<file path="src/rtl/params_pkg.sv">
// Shared core parameters and types used by the pipeline stages.
package params_pkg;

  localparam int DATA_WIDTH     = 32;
  localparam int ADDR_WIDTH     = 32;
  localparam int REGISTER_WIDTH = 5;

  // Memory access granularity.
  typedef enum logic {
    BYTE = 1'b0,
    WORD = 1'b1
  } access_size_t;

  // Memory stage sequencing: request issue, response wait, writeback pulse.
  typedef enum logic [1:0] {
    IDLE = 2'd0,
    REQ  = 2'd1,
    WAIT = 2'd2,
    RESP = 2'd3
  } mem_state_t;

endpackage

</file>
<file path="src/rtl/mem_data_align.sv">
// Byte-lane steering between the core and a 32-bit data memory word.
// Produces byte enables and replicated store data, and extracts the
// (sign-extended) load value from a read word. Purely combinational.
module mem_data_align
  import params_pkg::*;
#(
  parameter int DATA_WIDTH = params_pkg::DATA_WIDTH
) (
  input  access_size_t          size,
  input  logic [1:0]            lane,
  input  logic [DATA_WIDTH-1:0] rs2,
  input  logic [DATA_WIDTH-1:0] rdata,
  output logic [3:0]            be,
  output logic [DATA_WIDTH-1:0] wdata,
  output logic [DATA_WIDTH-1:0] load_data
);

  logic [7:0] lane_byte;

  // Select the addressed byte out of the read word.
  always_comb begin
    lane_byte = rdata[{lane, 3'b000} +: 8];
  end

  // Steer store data/enables and format the load result by access size.
  always_comb begin
    be        = 4'b0000;
    wdata     = '0;
    load_data = '0;
    if (size == WORD) begin
      be        = 4'b1111;
      wdata     = rs2;
      load_data = rdata;
    end else begin
      be        = 4'b0001 << lane;
      wdata     = {(DATA_WIDTH/8){rs2[7:0]}};
      load_data = {{(DATA_WIDTH-8){lane_byte[7]}}, lane_byte};
    end
  end

endmodule

</file>
<file path="src/rtl/mem_stage.sv">
// Memory-access stage: runs one load or store per instruction over a
// req/gnt/rvalid data-memory port, stalls the ALU stage while busy and
// hands the result to writeback with a one-cycle valid pulse.
module mem_stage
  import params_pkg::*;
#(
  parameter int DATA_WIDTH     = params_pkg::DATA_WIDTH,
  parameter int ADDR_WIDTH     = params_pkg::ADDR_WIDTH,
  parameter int REGISTER_WIDTH = params_pkg::REGISTER_WIDTH
) (
  input  logic                      clk_i,
  input  logic                      rst_ni,
  // From the ALU stage
  input  logic                      mem_valid_i,
  input  logic                      mem_is_load_i,
  input  logic                      mem_is_store_i,
  input  logic                      mem_reg_wr_en_i,
  input  access_size_t              mem_access_size_i,
  input  logic [DATA_WIDTH-1:0]     mem_alu_result_i,
  input  logic [DATA_WIDTH-1:0]     mem_rs2_data_i,
  input  logic [REGISTER_WIDTH-1:0] mem_wr_reg_i,
  output logic                      mem_stall_o,
  // Data-memory port
  output logic                      dmem_req_o,
  output logic                      dmem_we_o,
  output logic [3:0]                dmem_be_o,
  output logic [ADDR_WIDTH-1:0]     dmem_addr_o,
  output logic [DATA_WIDTH-1:0]     dmem_wdata_o,
  input  logic                      dmem_gnt_i,
  input  logic                      dmem_rvalid_i,
  input  logic [DATA_WIDTH-1:0]     dmem_rdata_i,
  // To writeback
  output logic                      wb_valid_o,
  output logic                      wb_reg_wr_en_o,
  output logic [REGISTER_WIDTH-1:0] wb_wr_reg_o,
  output logic [DATA_WIDTH-1:0]     wb_data_o,
  output logic                      misaligned_o
`ifndef SYNTHESIS
  ,
  input  logic [ADDR_WIDTH-1:0]     debug_pc_i,
  output logic [ADDR_WIDTH-1:0]     debug_wb_pc_o
`endif
);

  mem_state_t state_reg, state_next;

  // Request register: everything needed to finish the access once the
  // ALU stage has moved on.
  logic [ADDR_WIDTH-1:0]     req_addr_reg;
  access_size_t              req_size_reg;
  logic                      req_load_reg;
  logic                      req_store_reg;
  logic                      req_wr_en_reg;
  logic [REGISTER_WIDTH-1:0] req_rd_reg;
  logic [DATA_WIDTH-1:0]     req_rs2_reg;

  // Writeback register: holds the last completed result.
  logic                      wb_reg_wr_en_reg;
  logic [REGISTER_WIDTH-1:0] wb_wr_reg_reg;
  logic [DATA_WIDTH-1:0]     wb_data_reg;

  logic [3:0]            align_be;
  logic [DATA_WIDTH-1:0] align_wdata;
  logic [DATA_WIDTH-1:0] align_load;

  logic capture;
  logic resp_take;

  // A new instruction may enter whenever no access is outstanding.
  assign capture   = mem_valid_i && ((state_reg == IDLE) || (state_reg == RESP));
  // Responses only count while an access is actually waiting for one.
  assign resp_take = (state_reg == WAIT) && dmem_rvalid_i;

  mem_data_align #(
    .DATA_WIDTH (DATA_WIDTH)
  ) u_align (
    .size      (req_size_reg),
    .lane      (req_addr_reg[1:0]),
    .rs2       (req_rs2_reg),
    .rdata     (dmem_rdata_i),
    .be        (align_be),
    .wdata     (align_wdata),
    .load_data (align_load)
  );

  // State register.
  always_ff @(posedge clk_i or negedge rst_ni) begin
    if (!rst_ni) begin
      state_reg <= IDLE;
    end else begin
      state_reg <= state_next;
    end
  end

  // Next-state logic.
  always_comb begin
    state_next = state_reg;
    case (state_reg)
      IDLE:    state_next = mem_valid_i ? REQ : IDLE;
      REQ:     state_next = dmem_gnt_i ? WAIT : REQ;
      WAIT:    state_next = dmem_rvalid_i ? RESP : WAIT;
      RESP:    state_next = mem_valid_i ? REQ : IDLE;
      default: state_next = IDLE;
    endcase
  end

  // Outputs decoded from the state; request fields are zero outside REQ so
  // the bus is quiet whenever no request is being offered.
  always_comb begin
    dmem_req_o   = 1'b0;
    dmem_we_o    = 1'b0;
    dmem_be_o    = 4'b0000;
    dmem_addr_o  = '0;
    dmem_wdata_o = '0;
    mem_stall_o  = 1'b0;
    wb_valid_o   = 1'b0;
    misaligned_o = 1'b0;
    case (state_reg)
      REQ: begin
        dmem_req_o   = 1'b1;
        dmem_we_o    = req_store_reg;
        dmem_be_o    = align_be;
        dmem_addr_o  = {req_addr_reg[ADDR_WIDTH-1:2], 2'b00};
        dmem_wdata_o = align_wdata;
        mem_stall_o  = 1'b1;
      end
      WAIT: begin
        mem_stall_o  = 1'b1;
      end
      RESP: begin
        wb_valid_o   = 1'b1;
        misaligned_o = (req_size_reg == WORD) && (req_addr_reg[1:0] != 2'b00);
      end
      default: ;
    endcase
  end

  // Capture the incoming instruction into the request register.
  always_ff @(posedge clk_i or negedge rst_ni) begin
    if (!rst_ni) begin
      req_addr_reg  <= '0;
      req_size_reg  <= BYTE;
      req_load_reg  <= 1'b0;
      req_store_reg <= 1'b0;
      req_wr_en_reg <= 1'b0;
      req_rd_reg    <= '0;
      req_rs2_reg   <= '0;
    end else if (capture) begin
      req_addr_reg  <= mem_alu_result_i[ADDR_WIDTH-1:0];
      req_size_reg  <= mem_access_size_i;
      req_load_reg  <= mem_is_load_i;
      req_store_reg <= mem_is_store_i;
      req_wr_en_reg <= mem_reg_wr_en_i;
      req_rd_reg    <= mem_wr_reg_i;
      req_rs2_reg   <= mem_rs2_data_i;
    end
  end

  // Latch the formatted result when the response arrives; stores never
  // write the register file and report zero data.
  always_ff @(posedge clk_i or negedge rst_ni) begin
    if (!rst_ni) begin
      wb_reg_wr_en_reg <= 1'b0;
      wb_wr_reg_reg    <= '0;
      wb_data_reg      <= '0;
    end else if (resp_take) begin
      wb_reg_wr_en_reg <= req_load_reg && req_wr_en_reg;
      wb_wr_reg_reg    <= req_rd_reg;
      wb_data_reg      <= req_load_reg ? align_load : '0;
    end
  end

  assign wb_reg_wr_en_o = wb_reg_wr_en_reg;
  assign wb_wr_reg_o    = wb_wr_reg_reg;
  assign wb_data_o      = wb_data_reg;

`ifndef SYNTHESIS
  logic [ADDR_WIDTH-1:0] req_pc_reg;
  logic [ADDR_WIDTH-1:0] wb_pc_reg;

  // Carry the instruction PC alongside the access for trace tooling.
  always_ff @(posedge clk_i or negedge rst_ni) begin
    if (!rst_ni) begin
      req_pc_reg <= '0;
      wb_pc_reg  <= '0;
    end else begin
      if (capture)   req_pc_reg <= debug_pc_i;
      if (resp_take) wb_pc_reg  <= req_pc_reg;
    end
  end

  assign debug_wb_pc_o = wb_pc_reg;
`endif

endmodule

</file>
<file path="config.mk">
export PLATFORM = sky130hd
export DESIGN_NAME = mem_stage
export DESIGN_NICKNAME = d
export VERILOG_FILES = /design/src/rtl/params_pkg.sv /design/src/rtl/mem_data_align.sv /design/src/rtl/mem_stage.sv
export SDC_FILE = /design/constraint.sdc
export NUM_CORES = 1
export LEC_CHECK = 0
export BUFFER_PORTS_ARGS = -buffer_cell sky130_fd_sc_hd__buf_2
export CAP_MARGIN = 30
export CORE_MARGIN = 3
export CORE_UTILIZATION = 38
export CTS_CLUSTER_DIAMETER = 200
export CTS_CLUSTER_SIZE = 12
export DETAILED_ROUTE_END_ITERATION = 7
export GPL_TIMING_DRIVEN = 1
export PLACE_DENSITY = 0.76
export SLEW_MARGIN = 10
export SYNTH_ARGS = -nofsm -noshare
export SYNTH_HDL_FRONTEND = slang
export SYNTH_SLANG_ARGS = --single-unit
</file>
<file path="constraint.sdc">
create_clock -name clk_i -period 3.4 [get_ports clk_i]
set_input_delay 0 -clock clk_i [delete_from_list [all_inputs] [get_ports clk_i]]
set_output_delay 0 -clock clk_i [all_outputs]
set_load 0.01 [all_outputs]
</file>
; ---- Yosys cells after proc, flatten, opt, wreduce, memory -nomap -nowiden
; Index checks and enable logic that the tools add are counted.
; Widths: inputs -> output; s select.
[word_totals]
regBits = 113
in_bits = 110
out_inout_bits = 111
elab_cells = 41
[classes]
n_eq_ne = 3
shifts = 2
mux = 16
reduce_logical = 9
[op_table]
columns = cell, n
row1 = $mux 32, 5
row2 = $shiftx 32x6->8, 1
row3 = $mux 4, 2
row4 = $mux 1, 7
row5 = $pmux 2 s3, 1
row6 = $eq 2x2->1 const B, 2
row7 = $logic_and 1x1->1, 4
row8 = $reduce_or 2->1, 2
row9 = $shl 1x2->4 const A, 1
row10 = $eq 2x1->1 const B, 1
row11 = $logic_not 2->1, 1
row12 = $mux 2, 1
row13 = $reduce_bool 2->1, 1
row14 = $logic_or 1x1->1, 1

; ---- Longest topological paths before layout
; Gate-level depths: netlist (run 1).
[depth]
ltp_word = 3
depth_mapped = 7
mapped_depth_nobuf = 5

; ---- Modules after synthesis
; A second synthesis (run 1) with hierarchy kept.
[unflattened]
cells_unflattened = 577
hier_area_um2 = 6437.4
[by_module_without_submodules]
columns = module, instances, cells_each, area_each_um2, seq_area_each_um2
row1 = mem_stage, 1, 405, 5253.8, 2827.7
row2 = mem_data_align, 1, 172, 1183.6, 0.0

; ---- Least setup slack after synthesis (run 1)
; OpenSTA, ideal clock, no wires.
[synth_path]
path_kind = reg-to-reg
startpoint = register state_reg[0]
endpoint = register req_addr_reg[21]
setup_time_ns = 0.125
arrival_time_ns = 1.479
setup_slack_ns = 1.796
path_stages_with_launch = 7
period_less_slack_ns = 1.604
cell_sequence = dfrtp_1 inv_1 ha_1 nand2_1 buf_2 buf_2 mux2_2
[synth_between]
elab_chain_len = 3
[synth_rtl]
columns = item, line_no
row1 = "start, declared", mem_stage.sv:45  ; mem_state_t state_reg, state_next;
row2 = "start signal, assigned", mem_stage.sv:91  ; state_reg <= state_next;
row3 = $eq 2x2->1 / $logic_not 2->1 (equally long branches), mem_stage.sv:70  ; assign capture = mem_valid_i && ((state_reg == IDLE) || (state_reg == RESP));
row4 = $logic_or 1x1->1 (*), mem_stage.sv:70
row5 = $logic_and 1x1->1 (*), mem_stage.sv:70
row6 = "end signal, assigned", mem_stage.sv:149  ; req_addr_reg <= mem_alu_result_i[ADDR_WIDTH-1:0];
row7 = "end, declared", mem_stage.sv:49  ; logic [ADDR_WIDTH-1:0] req_addr_reg;
; Every way passes the cells marked *; elsewhere a longest branch is shown, timed or not.
; A chain may end at the register's enable or synchronous reset.

; ---- Final worst setup path (run 1)
[layout_path]
startpoint = register state_reg[1]
endpoint = output port dmem_wdata_o[27]
[layout_between]
elab_chain_len = 2
[layout_rtl]
columns = item, line_no
row1 = $eq 2x1->1, mem_stage.sv:118  ; case (state_reg)
row2 = $mux 32, mem_stage.sv:118
row3 = "end, declared", mem_stage.sv:28  ; output logic [DATA_WIDTH-1:0] dmem_wdata_o,
; Every way passes these cells.

==> results of run 1 <==
stage by stage:
stage / cells / cell area [sq um] / utilization (%)
after floorplan: 497 / 5460 / -
after global placement: 858 / 6650 / 47.7
after detailed placement: 858 / 6650 / 47.7
after CTS: 998 / 8390 / 60.2
after global routing: 998 / 8390 / 60.2
final: 998 / 8390 / 60.2
critical path, cell delays in order, from the launching register on:
cell and delay [ns]:
dfrtp_1 0.40, inv_1 0.06, ha_2 0.64, buf_4 0.36, a21boi_0 0.24, buf_2 0.18
power by group:
group	switching, mW	internal, mW	leakage, nW
clock network	0.643	1.34	0.320
logic	1.80	1.65	2.39
registers	0.450	2.04	1.34
area by class of cell:
type | count | share of cell area, %
clock buffers | 19 | 5.40
clock inverters | 13 | 2.46
inverters | 3 | 0.134
multi-input cells | 337 | 28.7
flip-flops and latches | 113 | 33.7
well taps | 180 | 2.68
repair buffers | 333 | 26.8
cells in the final DEF (no fill, tap or decap):
cell	Yosys	layout
ha_1	3	2
clkinvlp_4	0	2
inv_1	3	3
buf_4	2	6
clkinv_4	0	1
a21oi_2	2	2
a22oi_4	1	1
clkinv_2	0	3
mux2_2	82	82
o21ai_0	32	32
nand2b_1	15	15
a22oi_1	1	1
ha_2	0	1
a21o_1	7	7
dfrtp_1	113	112
nand3_1	1	1
o21a_1	3	3
a21boi_0	24	24
bufinv_16	0	5
dfrtp_2	0	1
nand3b_1	8	8
nor2_1	4	4
conb_1	1	2
inv_6	0	2
a21oi_1	56	56
buf_12	0	2
clkbuf_16	0	17
nor2b_1	4	4
nand2_1	44	43
dlygate4sd3_1	0	108
mux2_4	1	1
a221oi_1	7	7
clkbuf_8	0	2
buf_2	19	217
nand2_4	0	1
and2_1	40	40
layer usage:
| metal | global-route usage [%] | vias up |
|---|---|---|
| li1 | - | 2340 |
| met1 | 25.8 | 2391 |
| met2 | 38.8 | 305 |
| met3 | 7.29 | 44 |
| met4 | 10.0 | 0 |
| met5 | 0 | - |
cells by family after synthesis:
family                     Yosys count  share of synthesized area, %
and+or+nand+nor                    116                          11.3
adders and majority gates            3                         0.688
other                                1                        0.0687
AOI/OAI and AO/OA                  133                          14.7
muxes                               83                          17.2
DFF                                113                          51.8
buffers and inverters               47                          4.22
worst paths after layout:
path / from / to / depth (start not counted)
min in group asynchronous: rst_ni / wb_data_o[27] / 2
worst min-delay path: dmem_rvalid_i / wb_wr_reg_o[4] / 4
worst min register to register: req_rd_reg[4] / wb_wr_reg_o[4] / 2
worst max-delay path: state_reg[1] / dmem_wdata_o[27] / 5
worst max register to register: state_reg[0] / wb_data_o[0] / 5
max in group asynchronous: rst_ni / req_rs2_reg[14] / 3
==> metrics, run 1 <==
Routed met1 length around 6.8 mm; Rel. slew slack between 30% and 40%; WL per Instance between 15 and 20 um; largest net degree at the start of global routing 65; Nets 918; routed wl met3 around 1.6 mm; Core Area 13900 sq um; die area 15800 sq um; Max Slew Vio Count 0; max layer used met4; Peak supply drop roughly 520 uV; total global routing overflow 0; commonest cells in the netlist 113 x dfrtp_1, 82 x mux2_2, 56 x a21oi_1; first-pass GRT wire length 28.4 mm; status finished, final reports clean; Die H 126 um; Setup crit end kind output pin; register area between 2000 and 3000 sq um; first drt pass iteration count 5; number of global-route vias before repair about 5500; worst skew pair latency ~0.4 ns; sink count of the clock tree roughly 110; Place WS 1.43 ns; CTS tree yes; H-tree depth 4; final setup violation count 0; GRT Overall Usage between 20 and 25%; Buffers on Ports roughly 220; Die W between 100 and 150 um; synthesized area 5460 sq um; unrepaired setup endpoints after global routing false; register area share after synthesis 51.8%; Area Overhead vs Synth 53.8%; area share of the largest cell type after synthesis between 50% and 60%; Tot Pwr a little under 8 mW; DRT Wirelength 17.6 mm; Residual DRC 0; count leader, synth dfrtp_1; number of fill cells in the layout 1052; fraction of registers with async set/reset 100%; initial antenna violation count 0; synth warn 0; worst setup margin approximately 1.1 ns; Max-Cap Viols 0; final hold vios 0; pwr dens 945 nW/um^2; Synth Register Bits around 110; Area contributors post-synth dfrtp_1 52%, mux2_2 17%, a21oi_1 5.1%; Post-CTS Resized 0; layout cell share with drive strength beyond 1 ~42%; WP data arrival 2.33 ns; routed vias/inst about 5.1; CTS Buf Count 17; setup_tns 0 ns; Clock transition at path regs 0.05 ns; Req. time, crit path ~3.4 ns; reg2reg setup slack about 1.3 ns; ANT nets after route 0; Synth cell types 27; Final Skew between 0.008 and 0.009 ns; routability cong. ~0.8; # hold bufs at CTS about 110; worst min-delay path class in2reg; EDFF count, synth 0; worst-case clock buffer depth 2; worst hold slack around 0.094 ns; Post-Syn Instances slightly below 500; Multi-input gate area approximately 2400 sq um; Final HPWL DP roughly 10 mm; diode count 0; starting density of the core around 39%; transition time of the tightest slew-check pin just over 1 ns; 1st-iter DRT viols roughly 360; Root Buffer clkbuf_16; leading register cell type out of synthesis dfrtp_1; Worst setup SP type flip-flop; routed wl met2 roughly 8.7 mm; largest area contributor in the netlist dfrtp_1; worst-path fanout max 48; setup repair bufs after CTS 0; # IOs 221; Rows between 40 and 50; Max Clock Freq between 400 and 500 MHz; Period minus WS final ~2.3 ns; post-synthesis average cell area around 11 sq um; fin crit share ~68%; vias approximately 5000; P_leak between 4 and 5 nW; critical path type reg2out
(Power assumes the default switching activity.)
==> run 2: changes to the inputs <==
==> constraint.sdc (replaced) <==
create_clock -name clk_i -period 2.2 [get_ports clk_i]
set_input_delay 0 -clock clk_i [delete_from_list [all_inputs] [get_ports clk_i]]
set_output_delay 0 -clock clk_i [all_outputs]
set_load 0.01 [all_outputs]
==> run 2 against run 1 <==
Net effect: register-to-register slack lost 1.2 ns; global-route usage shrank 0.50 points; die area is the same; power grew 52%; non-clock buffer count grew 11; first-iteration DRC count grew 8.3%; critical path depth shrank 1; sequential power grew 51%; cell count grew 0.90%; via count grew 0.43%; routed wire length shrank 2.0%; critical path type is now reg2reg; largest cell class unchanged.
==> metrics, run 2 (same netlist as run 1, synthesis figures left out) <==
status finished, final reports clean (unchanged); number of global-route vias before repair 5494 (was 5510); largest net degree at the start of global routing 79 (was 65); CP startpoint req_addr_reg[0] (was state_reg[1]); setup repair bufs after CTS 0 (unchanged); Clock transition at path regs 0.05 ns (about the same); worst hold slack 0.0482 ns (was 0.0939 ns); worst min-delay path class in2reg (unchanged); Worst Hold Path Cells 3 (was 4); Rel. slew slack 45.7% (was 32.6%); Period minus WS final 2.12 ns; Setup crit end kind flip-flop (was output pin); Req. time, crit path 2.48 ns (was 3.40 ns); worst-path fanout max 14 (was 48); number of fill cells in the layout 1077 (was 1052); RR Startpoint req_addr_reg[0] (was state_reg[0]); register area 2830 sq um (unchanged); 1st-iter DRT viols 393 (was 363); P_leak 4.08 nW (was 4.05 nW); Rows 43 (unchanged); worst skew pair latency 0.41 ns (about the same); Buffers on Ports 218 (unchanged); Max Clock Freq between 400 and 500 MHz; most frequent cells in the layout 217 x buf_2, 112 x dfrtp_1, 109 x dlygate4sd3_1 (was 217 x buf_2, 112 x dfrtp_1, 108 x dlygate4sd3_1); reg2reg setup slack 0.08 ns (was 1.31 ns); Final Non-Filler Cells 1007 (was 998); Core Area 13900 sq um (unchanged); vias 5102 (was 5080); beginning of the worst hold path mem_valid_i (was dmem_rvalid_i); Nets 929 (was 918); first drt pass iteration count 4 (was 5); GRT Overall Usage 22.1% (was 22.6%); routability cong. 0.833 (was 0.809); Die H 126 um (unchanged); pwr dens 1430 nW/um^2 (was 945 nW/um^2); Multi-input gate area 2410 sq um (unchanged); starting density of the core 39.1% (unchanged); die area 15800 sq um (unchanged); diode count 0 (unchanged); worst-case clock buffer depth 2 (unchanged); transition time of the tightest slew-check pin 0.813 ns (was 1.01 ns); initial antenna violation count 0 (unchanged); Critical R2R Capture wb_data_o[3] (was wb_data_o[0]); layout cell share with drive strength beyond 1 42.7% (was 42.3%); Register-to-Register Path Depth 4 (was 5); routed vias/inst 5.07 (was 5.09); Die W 126 um (unchanged); Cells after DPL 868 (was 858); Peak supply drop 791 uV (was 517 uV); sink count of the clock tree 113 (unchanged); Area Overhead vs Synth 54.5% (was 53.8%); H-tree depth 4 (unchanged); DRT Wirelength 17.3 mm (was 17.6 mm); final hold vios 0 (unchanged); Final HPWL DP 10.5 mm (about the same); total global routing overflow 0 (unchanged); final setup violation count 0 (unchanged); Residual DRC 0 (unchanged); WL per Instance 17.2 um (was 17.7 um); CTS tree yes (unchanged); Worst setup SP type flip-flop (unchanged); CTS Buf Count 17 (unchanged); most common cell after layout, fill and taps aside buf_2 (unchanged); Max-Cap Viols 0 (unchanged); WP data arrival 2.40 ns (was 2.33 ns); Root Buffer clkbuf_16 (unchanged); Max Slew Vio Count 0 (unchanged); Final Skew 0.0125 ns (was 0.00824 ns); # IOs 221 (unchanged); first-pass GRT wire length 28.0 mm (was 28.4 mm); Finished Cell Area 8430 sq um (was 8390 sq um); fin crit share approximately 96%; area post-placement 6750 sq um (was 6650 sq um); unrepaired setup endpoints after global routing true (was false); ANT nets after route 0 (unchanged); Worst Hold End state_reg[0] (was wb_wr_reg_o[4]); critical path type reg2reg (was reg2out)
run 2: cell count changes in the layout (fill, tap and decap cells not counted), moves of 2 or more:
cell        before  now
buf_4            6   12
buf_12           2    4
buf_6            0    2
bufinv_16        5    3
clkinvlp_4       2    4
inv_6            2    0
run 2: what timing repair did:
| action | CTS | global route |
|---|---|---|
| endpoints found under the hold margin | 223 | 0 |
| hold buffers | 109 | 0 |
| endpoints found under the setup margin | 0 | 4 |
| gates resized for setup | 0 | 2 |
run 2: worst max path at each step:
stage	endpoint	depth (start not counted)
finish	wb_data_o[3]	4
global route	dmem_wdata_o[24]	5
CTS	wb_data_o[3]	7
detailed placement	req_rs2_reg[12]	5
global placement	req_rs2_reg[4]	5
floorplan	req_addr_reg[21]	6
run 2: area by class of cell:
class / count / area share [%]
flip-flops and latches: 113 / 33.6
multi-input cells: 337 / 28.6
repair buffers: 344 / 28.1
clock buffers: 19 / 5.25
well taps: 180 / 2.67
clock inverters: 11 / 1.66
inverters: 3 / 0.134
run 2: power by group:
group	leakage, nW	total [mW]	internal [mW]	switching (mW)
clock network	0.276	2.72	1.78	0.935
registers	1.34	3.76	3.16	0.605
logic	2.46	5.59	2.71	2.88
run 2: critical path, cell delays in order (launching register included):
cell,delay [ns]
dfrtp_1,0.64
mux2_2,0.43
a221oi_1,0.27
a21oi_1,0.10
dlygate4sd3_1,0.56
run 2: metrics by stage:
| step | util (%) | setup WS (ns) | total power [mW] | TNS (ns) |
|---|---|---|---|---|
| final | 60.5 | 0.0819 | 12.1 | 0 |
| after global routing | 60.5 | -0.0121 | 12.8 | -0.0240 |
| after CTS | 60.4 | 0.101 | 12.0 | 0 |
| after detailed placement | 48.4 | 0.454 | 9.09 | 0 |
| after global placement | 48.4 | 0.487 | 8.96 | 0 |
| after floorplan | - | 0.596 | 7.14 | 0 |
run 2: routing by layer:
layer | up-vias | global-route usage [%] | part of all wire [%]
met5 | - | 0 | 0
met4 | 0 | 9.09 | 2.7
met3 | 38 | 6.96 | 8.4
met2 | 256 | 37.5 | 50
met1 | 2453 | 25.9 | 39
li1 | 2355 | - | -
